--- src/rtl/fnd_bcd_scan_driver.sv ---
// ---------------------------------------------------------------------------
// fnd_bcd_scan_driver
//
// Purpose:
//   Sequential front end for a 4-digit common-anode FND.
//   - Takes a binary value and a load strobe.
//   - Converts the value to four BCD digits with an iterative shift-add-3
//     datapath, one bit per clock.
//   - Holds the converted digits in a display register.
//   - Time-multiplexes the digits onto the shared segment and anode lines.
//
// Ports:
//   i_clk      system clock
//   i_reset_p  synchronous, active-high reset
//   i_value    binary value to show; values above 9999 saturate to 9999
//   i_load     single-cycle request; accepted only while o_busy = 0
//   i_dp_in    decimal-point enables; bit i lights the dp of digit i
//   o_busy     conversion in progress
//   o_ovf      the last accepted value exceeded 9999
//   o_seg      active-low segments, bit7 = dp ... bit0 = a
//   o_an       active-low anodes, bit0 = rightmost (ones) digit
//
// Parameters:
//   SCAN_DIV   clocks per digit slot (>= 2)
//
// Build option:
//   FND_LEADING_ZERO_BLANK_EN
//     When defined, digits 1..3 are blanked if they and every higher digit
//     are zero. The decimal point of a blanked digit still follows i_dp_in.
// ---------------------------------------------------------------------------
module fnd_bcd_scan_driver #(
  parameter int SCAN_DIV = 100000
) (
  input  logic        i_clk,
  input  logic        i_reset_p,
  input  logic [13:0] i_value,
  input  logic        i_load,
  input  logic [3:0]  i_dp_in,
  output logic        o_busy,
  output logic        o_ovf,
  output logic [7:0]  o_seg,
  output logic [3:0]  o_an
);

  localparam logic [0:0] ST_IDLE = 1'b0;
  localparam logic [0:0] ST_CONV = 1'b1;

  localparam int PRESC_W = (SCAN_DIV > 2) ? $clog2(SCAN_DIV) : 1;
  localparam logic [PRESC_W-1:0] PRESC_LAST = PRESC_W'(SCAN_DIV - 1);

  logic [0:0]         r_state;
  logic [13:0]        r_shiftReg;
  logic [15:0]        r_bcdAcc;
  logic [3:0]         r_bitCnt;
  logic [3:0]         r_dpShadow;
  logic [15:0]        r_digits;
  logic [3:0]         r_dispDp;
  logic               r_busy;
  logic               r_ovf;
  logic [PRESC_W-1:0] r_presc;
  logic [1:0]         r_scanIdx;
  logic [7:0]         r_seg;
  logic [3:0]         r_an;

  logic [15:0]        w_bcdAdj;
  logic [29:0]        w_shiftNext;
  logic [3:0]         w_digit;
  logic               w_dp;
  logic               w_blank;
  logic [3:0]         w_anNext;

  // Returns the low seven bits of the active-low segment pattern for a
  // digit. Bit 7 (dp) is handled separately. Any nibble above 9 is dark.
  function automatic logic [6:0] segOf(input logic [3:0] d);
    case (d)
      4'd0:    segOf = 7'h40;
      4'd1:    segOf = 7'h79;
      4'd2:    segOf = 7'h24;
      4'd3:    segOf = 7'h30;
      4'd4:    segOf = 7'h19;
      4'd5:    segOf = 7'h12;
      4'd6:    segOf = 7'h02;
      4'd7:    segOf = 7'h78;
      4'd8:    segOf = 7'h00;
      4'd9:    segOf = 7'h10;
      default: segOf = 7'h7F;
    endcase
  endfunction

  // Shift-add-3 correction step.
  // Every BCD nibble that is 5 or more gets 3 added before the next shift,
  // so a doubled nibble carries correctly into the next decade.
  always_comb begin
    w_bcdAdj = r_bcdAcc;
    for (int i = 0; i < 4; i++) begin
      if (r_bcdAcc[4*i +: 4] >= 4'd5) begin
        w_bcdAdj[4*i +: 4] = r_bcdAcc[4*i +: 4] + 4'd3;
      end
    end
  end

  // The accumulator and the binary shift register behave as one long word
  // that moves left one bit per iteration.
  assign w_shiftNext = {w_bcdAdj, r_shiftReg} << 1;

  // Conversion FSM.
  // IDLE accepts a load, saturating out-of-range values to 9999.
  // CONV runs 14 shift iterations and then commits the result. The display
  // registers are written only at the commit edge, so the scan never shows
  // a half-converted value. A load while busy is simply not looked at.
  always_ff @(posedge i_clk) begin
    if (i_reset_p) begin
      r_state    <= ST_IDLE;
      r_shiftReg <= '0;
      r_bcdAcc   <= '0;
      r_bitCnt   <= '0;
      r_dpShadow <= '0;
      r_digits   <= '0;
      r_dispDp   <= '0;
      r_busy     <= 1'b0;
      r_ovf      <= 1'b0;
    end else begin
      case (r_state)
        ST_IDLE: begin
          if (i_load) begin
            if (i_value > 14'd9999) begin
              r_shiftReg <= 14'd9999;
              r_ovf      <= 1'b1;
            end else begin
              r_shiftReg <= i_value;
              r_ovf      <= 1'b0;
            end
            r_dpShadow <= i_dp_in;
            r_bcdAcc   <= '0;
            r_bitCnt   <= '0;
            r_busy     <= 1'b1;
            r_state    <= ST_CONV;
          end
        end
        ST_CONV: begin
          if (r_bitCnt == 4'd14) begin
            r_digits <= r_bcdAcc;
            r_dispDp <= r_dpShadow;
            r_busy   <= 1'b0;
            r_state  <= ST_IDLE;
          end else begin
            {r_bcdAcc, r_shiftReg} <= w_shiftNext;
            r_bitCnt <= r_bitCnt + 4'd1;
          end
        end
        default: r_state <= ST_IDLE;
      endcase
    end
  end

  // Scan timing.
  // The prescaler free-runs 0..SCAN_DIV-1. Its last count advances the
  // digit index, which wraps 3 -> 0. The scan runs regardless of the FSM.
  always_ff @(posedge i_clk) begin
    if (i_reset_p) begin
      r_presc   <= '0;
      r_scanIdx <= '0;
    end else begin
      if (r_presc == PRESC_LAST) begin
        r_presc   <= '0;
        r_scanIdx <= r_scanIdx + 2'd1;
      end else begin
        r_presc <= r_presc + PRESC_W'(1);
      end
    end
  end

  // Select the digit, dp and anode for the active slot.
  // It also decides whether the slot is a leading zero to blank.
  always_comb begin
    w_digit  = r_digits[3:0];
    w_dp     = r_dispDp[0];
    w_anNext = 4'b1110;
    w_blank  = 1'b0;
    case (r_scanIdx)
      2'd0: begin
        w_digit  = r_digits[3:0];
        w_dp     = r_dispDp[0];
        w_anNext = 4'b1110;
      end
      2'd1: begin
        w_digit  = r_digits[7:4];
        w_dp     = r_dispDp[1];
        w_anNext = 4'b1101;
`ifdef FND_LEADING_ZERO_BLANK_EN
        w_blank  = (r_digits[15:4] == 12'd0);
`endif
      end
      2'd2: begin
        w_digit  = r_digits[11:8];
        w_dp     = r_dispDp[2];
        w_anNext = 4'b1011;
`ifdef FND_LEADING_ZERO_BLANK_EN
        w_blank  = (r_digits[15:8] == 8'd0);
`endif
      end
      default: begin
        w_digit  = r_digits[15:12];
        w_dp     = r_dispDp[3];
        w_anNext = 4'b0111;
`ifdef FND_LEADING_ZERO_BLANK_EN
        w_blank  = (r_digits[15:12] == 4'd0);
`endif
      end
    endcase
  end

  // Registered pin drivers.
  // Registering the outputs keeps the pins glitch-free. They lag the scan
  // index and the display register by one clock.
  always_ff @(posedge i_clk) begin
    if (i_reset_p) begin
      r_seg <= 8'hFF;
      r_an  <= 4'b1111;
    end else begin
      r_seg <= {~w_dp, (w_blank ? 7'h7F : segOf(w_digit))};
      r_an  <= w_anNext;
    end
  end

  assign o_busy = r_busy;
  assign o_ovf  = r_ovf;
  assign o_seg  = r_seg;
  assign o_an   = r_an;

endmodule

--- config.mk ---
export PLATFORM = sky130hd
export DESIGN_NAME = fnd_bcd_scan_driver
export DESIGN_NICKNAME = d
export VERILOG_FILES = /design/src/rtl/fnd_bcd_scan_driver.sv
export SDC_FILE = /design/constraint.sdc
export NUM_CORES = 1
export LEC_CHECK = 0
export ABC_AREA = 1
export CAP_MARGIN = 10
export CORE_ASPECT_RATIO = 0.75
export CORE_MARGIN = 2
export CORE_UTILIZATION = 42
export CTS_CLUSTER_DIAMETER = 80
export DETAILED_ROUTE_END_ITERATION = 10
export GPL_ROUTABILITY_DRIVEN = 0
export SLEW_MARGIN = 0
export SYNTH_ARGS = -nofsm -noshare
export SYNTH_HDL_FRONTEND = slang
export SYNTH_SLANG_ARGS = --single-unit
--- constraint.sdc ---
create_clock -name i_clk -period 1.97 [get_ports i_clk]
set_clock_uncertainty 0.2 [all_clocks]
set_input_delay 0.4925 -clock i_clk [delete_from_list [all_inputs] [get_ports i_clk]]
set_output_delay 0.4925 -clock i_clk [all_outputs]
set_load 0.01 [all_outputs]
; ---- Word-level counts from Yosys, hierarchy flattened
; Memories as Yosys holds them, arrays and structs flattened. A register that Yosys moved wholly into a read port is not among the register bits.
; Cells that the tools add are included.
; W data, S select, Z words.
[classes]
bitwise = 2
n_mux = 24
n_reduce_logical = 6
eq_ne = 7
n_lt_le_gt_ge = 5
addsub = 7
[op_table]
columns = op, n
row1 = $mux W14, 3
row2 = $mux W16, 2
row3 = $pmux W16 S2, 1
row4 = $pmux W14 S2, 1
row5 = $pmux W4 S3, 2
row6 = $mux W4, 5
row7 = $add A17 B1 Y17 const B, 1
row8 = $eq A17 B17 Y1 const B, 1
row9 = $ge A4 B3 Y1 const B, 4
row10 = $gt A14 B14 Y1 const B, 1
row11 = $add A4 B2 Y4 const B, 3
row12 = $pmux W4 S2, 1
row13 = $reduce_and A2 Y1, 4
row14 = $mux W1, 5
row15 = $add A4 B1 Y4 const B, 1
row16 = $eq A4 B4 Y1 const B, 1
row17 = $ne A2 B2 Y1 const B, 2
row18 = $pmux W1 S2, 2
row19 = $add A3 B2 Y3 const B, 1
row20 = $mux W3, 1
row21 = $pmux W1 S3, 1
row22 = $add A2 B1 Y2 const B, 1
row23 = $eq A2 B1 Y1 const B, 1
row24 = $eq A2 B2 Y1 const B, 1
row25 = other kinds (4), 5
[totals]
n_memories = 1
regBits = 92
output_inout_bits = 14
inputBits = 21
elab_cells = 65
rom_bits = 112
[memory_table]
columns = name, depth, width, rd, rd_ports_with_merged_regs, wr, line
row1 = (name not given), 16, 7, 1, 1, 0, 75  ; case (d)

; ---- Logic depth before layout (Yosys ltp)
[depth]
depth_word = 4
mapped_depth = 12
mapped_depth_nobuf = 12

; ---- Worst setup path before layout
; No wires, ideal clock.
[synth_path]
path_kind = reg2reg
from = reg r_scanIdx[0]
to = reg r_seg[4], in the netlist o_seg[4]
arrival_time_ns = 1.497
t_required_ns = 1.649
period_less_slack_ns = 1.818
setup_time_ns = 0.121
stages_incl_launch_ff = 12
setup_slack_ns = 0.152
path_cell_list = dfxtp_1 > inv_1 > ha_1 > nand2_1 > nand2_1 > o21bai_1 > ha_1 > inv_1 > nand3_1 > nand2_1 > nand2_1 > nand3_1
[synth_via]
elab_chain_cells = 2
[synth_rtl]
columns = element, line
row1 = start: declaration, 61  ; logic [1:0] r_scanIdx;
row2 = start signal: assignment, 166  ; r_scanIdx <= r_scanIdx + 2'd1;
row3 = "$eq A2 B2 Y1, or another cell as far along", 180  ; case (r_scanIdx)
row4 = $pmux W4 S3 (*), 180
row5 = end: declaration, 62  ; logic [7:0] r_seg;
; Every way passes the cells marked *; elsewhere a longest branch is shown, timed or not.
; A chain may end at the register's enable or synchronous reset.

; ---- Final worst setup path
[layout_path]
from = reg r_seg[7], in the netlist o_seg[7]
to = out o_seg[7]
[layout_lines]
columns = element, line
row1 = start signal: assignment, 221  ; r_seg <= {~w_dp, (w_blank ? 7'h7F : segOf(w_digit))};
row2 = end: declaration, 41  ; output logic [7:0] o_seg,
; No word-level cell between the ends.

==> results_dict.tcl <==
set metrics [dict create \
    dieArea_um2 11100 \
    final.min_clock_period_ns 1.94 \
    setup_viol 0 \
    drive_gt1_frac 0.120 \
    start_util 0.426 \
    grt_pass1_vias 3560 \
    die_y_um 91.9 \
    final_area_um2 5350 \
    place.port_buffers 34 \
    pwr_density_cell_nw_per_um2 793 \
    synth_edf_count 0 \
    top_usage_layer "met2" \
    drv_slew 0 \
    core_area_um2 10200 \
    dpl.hpwl_um 6710 \
    clock_latency_ns 0.35 \
    dp_cells 758 \
    ys_seq_area_frac 0.425 \
    fmax_mhz 516 \
    use_met2 0.282 \
    remaining_drc_errors 0 \
    period_share 0.984 \
    holdBufCountCts 0 \
    critPathLaunchType "register" \
    clk_pin_slew_worst_paths_ns 0.06 \
    seq_area_um2 1850 \
    slew-limit-headroom 0.685 \
    fin_ws_ns 0.0320 \
    synth_nets 627 \
    antenna_found_initial 0 \
    yosys-top-cells-count "nand2_1 (141), dfxtp_1 (92), nor2_1 (90)" \
    worstPathMaxFanout 1 \
    ys_warn_count 0 \
    ant_nets 0 \
    ios 35 \
    dr.pass1.iters 4 \
    status "complete, no violations" \
    crit_arrival_ns 1.25 \
    netlist_instances 588 \
    critPathTopFamily "buffers and inverters" \
    final_nets 676 \
    worstMarginPinSlew_ns 0.471 \
    critical_path.max_stage_delay_ns 0.56 \
    fp-row-count 32 \
    post_drt_via_cell_ratio 4.83 \
    synthFlopType "dfxtp_1" \
    met1_usage 0.235 \
    cts.sinks 92 \
    path_class "reg -> out" \
    syn_area_per_cell_um2 7.36 \
    endpoint_kind "primary output" \
    async_reset_ff_frac 0 \
    die_w_um 121 \
    diodes 0 \
    cts_buffers 9 \
    wl_um 9320 \
    synth_area_leader_cell "dfxtp_1" \
    hold_class "reg -> reg" \
    htree_levels 3 \
    synth_top_area_frac 0.425 \
    vias 3758 \
    synth_area_leaders "dfxtp_1 (43%), nand2_1 (12%), nor2_1 (7.8%), o21ai_0 (6.4%), ha_1 (5.2%)" \
    cts_root_buffer "clkbuf_16" \
    synth.most_common_cell "nand2_1" \
    grt_max_degree 33 \
    final_util 0.526 \
    multi_input_area_um2 2230 \
    crit_buf_inv 1 \
    grtUsageMet3 0.0622 \
    nFillCells 1027 \
    grt.total_usage 0.178 \
    crit_required_ns 1.28 \
    slowest_stage "clkdlybuf4s50_1" \
    path_cells "clkdlybuf4s50_1" \
    cts_tree "built" \
    place_ws_ns -0.0557 \
    ys_ff_latch 92 \
    clockBufferDepth 2 \
    hold_violations 0 \
    fin_cells 778 \
    wl_per_cell_um 12.0 \
    grt_pass1_wl_um 15900 \
    synthToLayoutAreaGrowth_pct 23.6 \
    overflow 0 \
    dpl_cell_area_um2 4900 \
    yosysUniqueCellTypes 37 \
    leakage_nw 2.22 \
    netlist_area_um2 4330 \
    drv_cap 0 \
    vdd_drop_max_v 0.000422 \
    drt_iter0_drc 210 \
]
worst reg2reg max path, stage by stage (launching register included):
cell and delay, ns:
dfxtp_4 0.37, ha_2 0.22, inv_4 0.10, nand2_1 0.10, nor2_1 0.13, nor2_2 0.07
ha_1 0.17, nand3b_1 0.16, nand2_1 0.06, inv_1 0.04, nand2_1 0.05, nand2_1 0.05
cell families (layout without fill, tap and decap cells):
group,count (synthesis),in the layout,share of synthesized area
AO/OA/AOI/OAI,110,110,0.146
XOR/XNOR,10,10,0.0202
adder cells (fa/ha/maj),18,18,0.0520
buffers and inverters,74,128,0.0740
flip-flops,92,92,0.425
AND/OR/NAND/NOR,284,284,0.283
sequential cells by signal (all words and copies together) (netlist names):
name        cells
o_an            4
r_bcdAcc       16
o_seg           8
r_digits       16
r_bitCnt        4
r_scanIdx       2
r_dispDp        4
o_busy          1
r_dpShadow      4
r_shiftReg     14
r_state         1
o_ovf           1
r_presc        17
through the flow:
stage	hold slack, ns	setup TNS [ns]	total power [mW]
final	0.243	0	4.25
after global routing	0.264	-0.0108	4.41
after CTS	0.247	0	4.29
after detailed placement	0.238	-0.241	2.29
after global placement	0.228	-0.254	2.28
after floorplan	0.218	0	2.16
layout make-up:
cell class,count,share of cell area
well taps,136,0.0318
clock inverters,4,0.0178
clock buffers,12,0.0479
repair buffers,54,0.0984
multi-input cells,422,0.417
flip-flops and latches,92,0.346
inverters,58,0.0416
worst paths after layout:
kind / slack [ns] / start / to / cells after the start
setup reg to reg: 0.13 / r_scanIdx[0]$_SDFFE_PP0N_ / o_seg[5]$_SDFF_PP1_ / 11
hold reg to reg: 0.24 / r_presc[0]$_SDFF_PP0_ / r_presc[0]$_SDFF_PP0_ / 1
setup / recovery: 0.03 / o_seg[7]$_SDFF_PP1_ / o_seg[7] / 1
hold / removal: 0.24 / r_presc[0]$_SDFF_PP0_ / r_presc[0]$_SDFF_PP0_ / 1
per-layer routing:
metal,routed length (um),part of all wire
met1,4740,0.51
met5,0,0
met3,429,0.046
met2,4050,0.43
met4,97,0.010
timing repair:
action | 4_1_cts | 5_1_grt
setup endpoints to repair | 4 | 6
pin swaps | 0 | 3
resized for setup | 3 | 20
gates cloned | 0 | 0
buffers inserted | 0 | 4
report_power, final:
part / internal [mW] / switching (mW)
Sequential: 1.91 / 0.0328
Clock: 1.31 / 0.695
Combinational: 0.134 / 0.162
Total: 3.36 / 0.890
placed cells by master, fill, tap and decap left out, drive strengths merged:
cell type,n
a31oi,1
clkinv,1
buf,20
dlygate4sd2,1
bufinv,3
a21oi,34
o22ai,5
or2,4
xnor2,3
dfxtp,92
ha,18
clkbuf,12
o211ai,5
nand3b,2
nor3,3
clkdlybuf4s50,33
o21bai,2
nor2,94
nand2,148
o21ai,61
nand4,2
xor2,7
a22oi,2
nand3,31
inv,58
No activity file was read; power rests on OpenSTA's default activity.
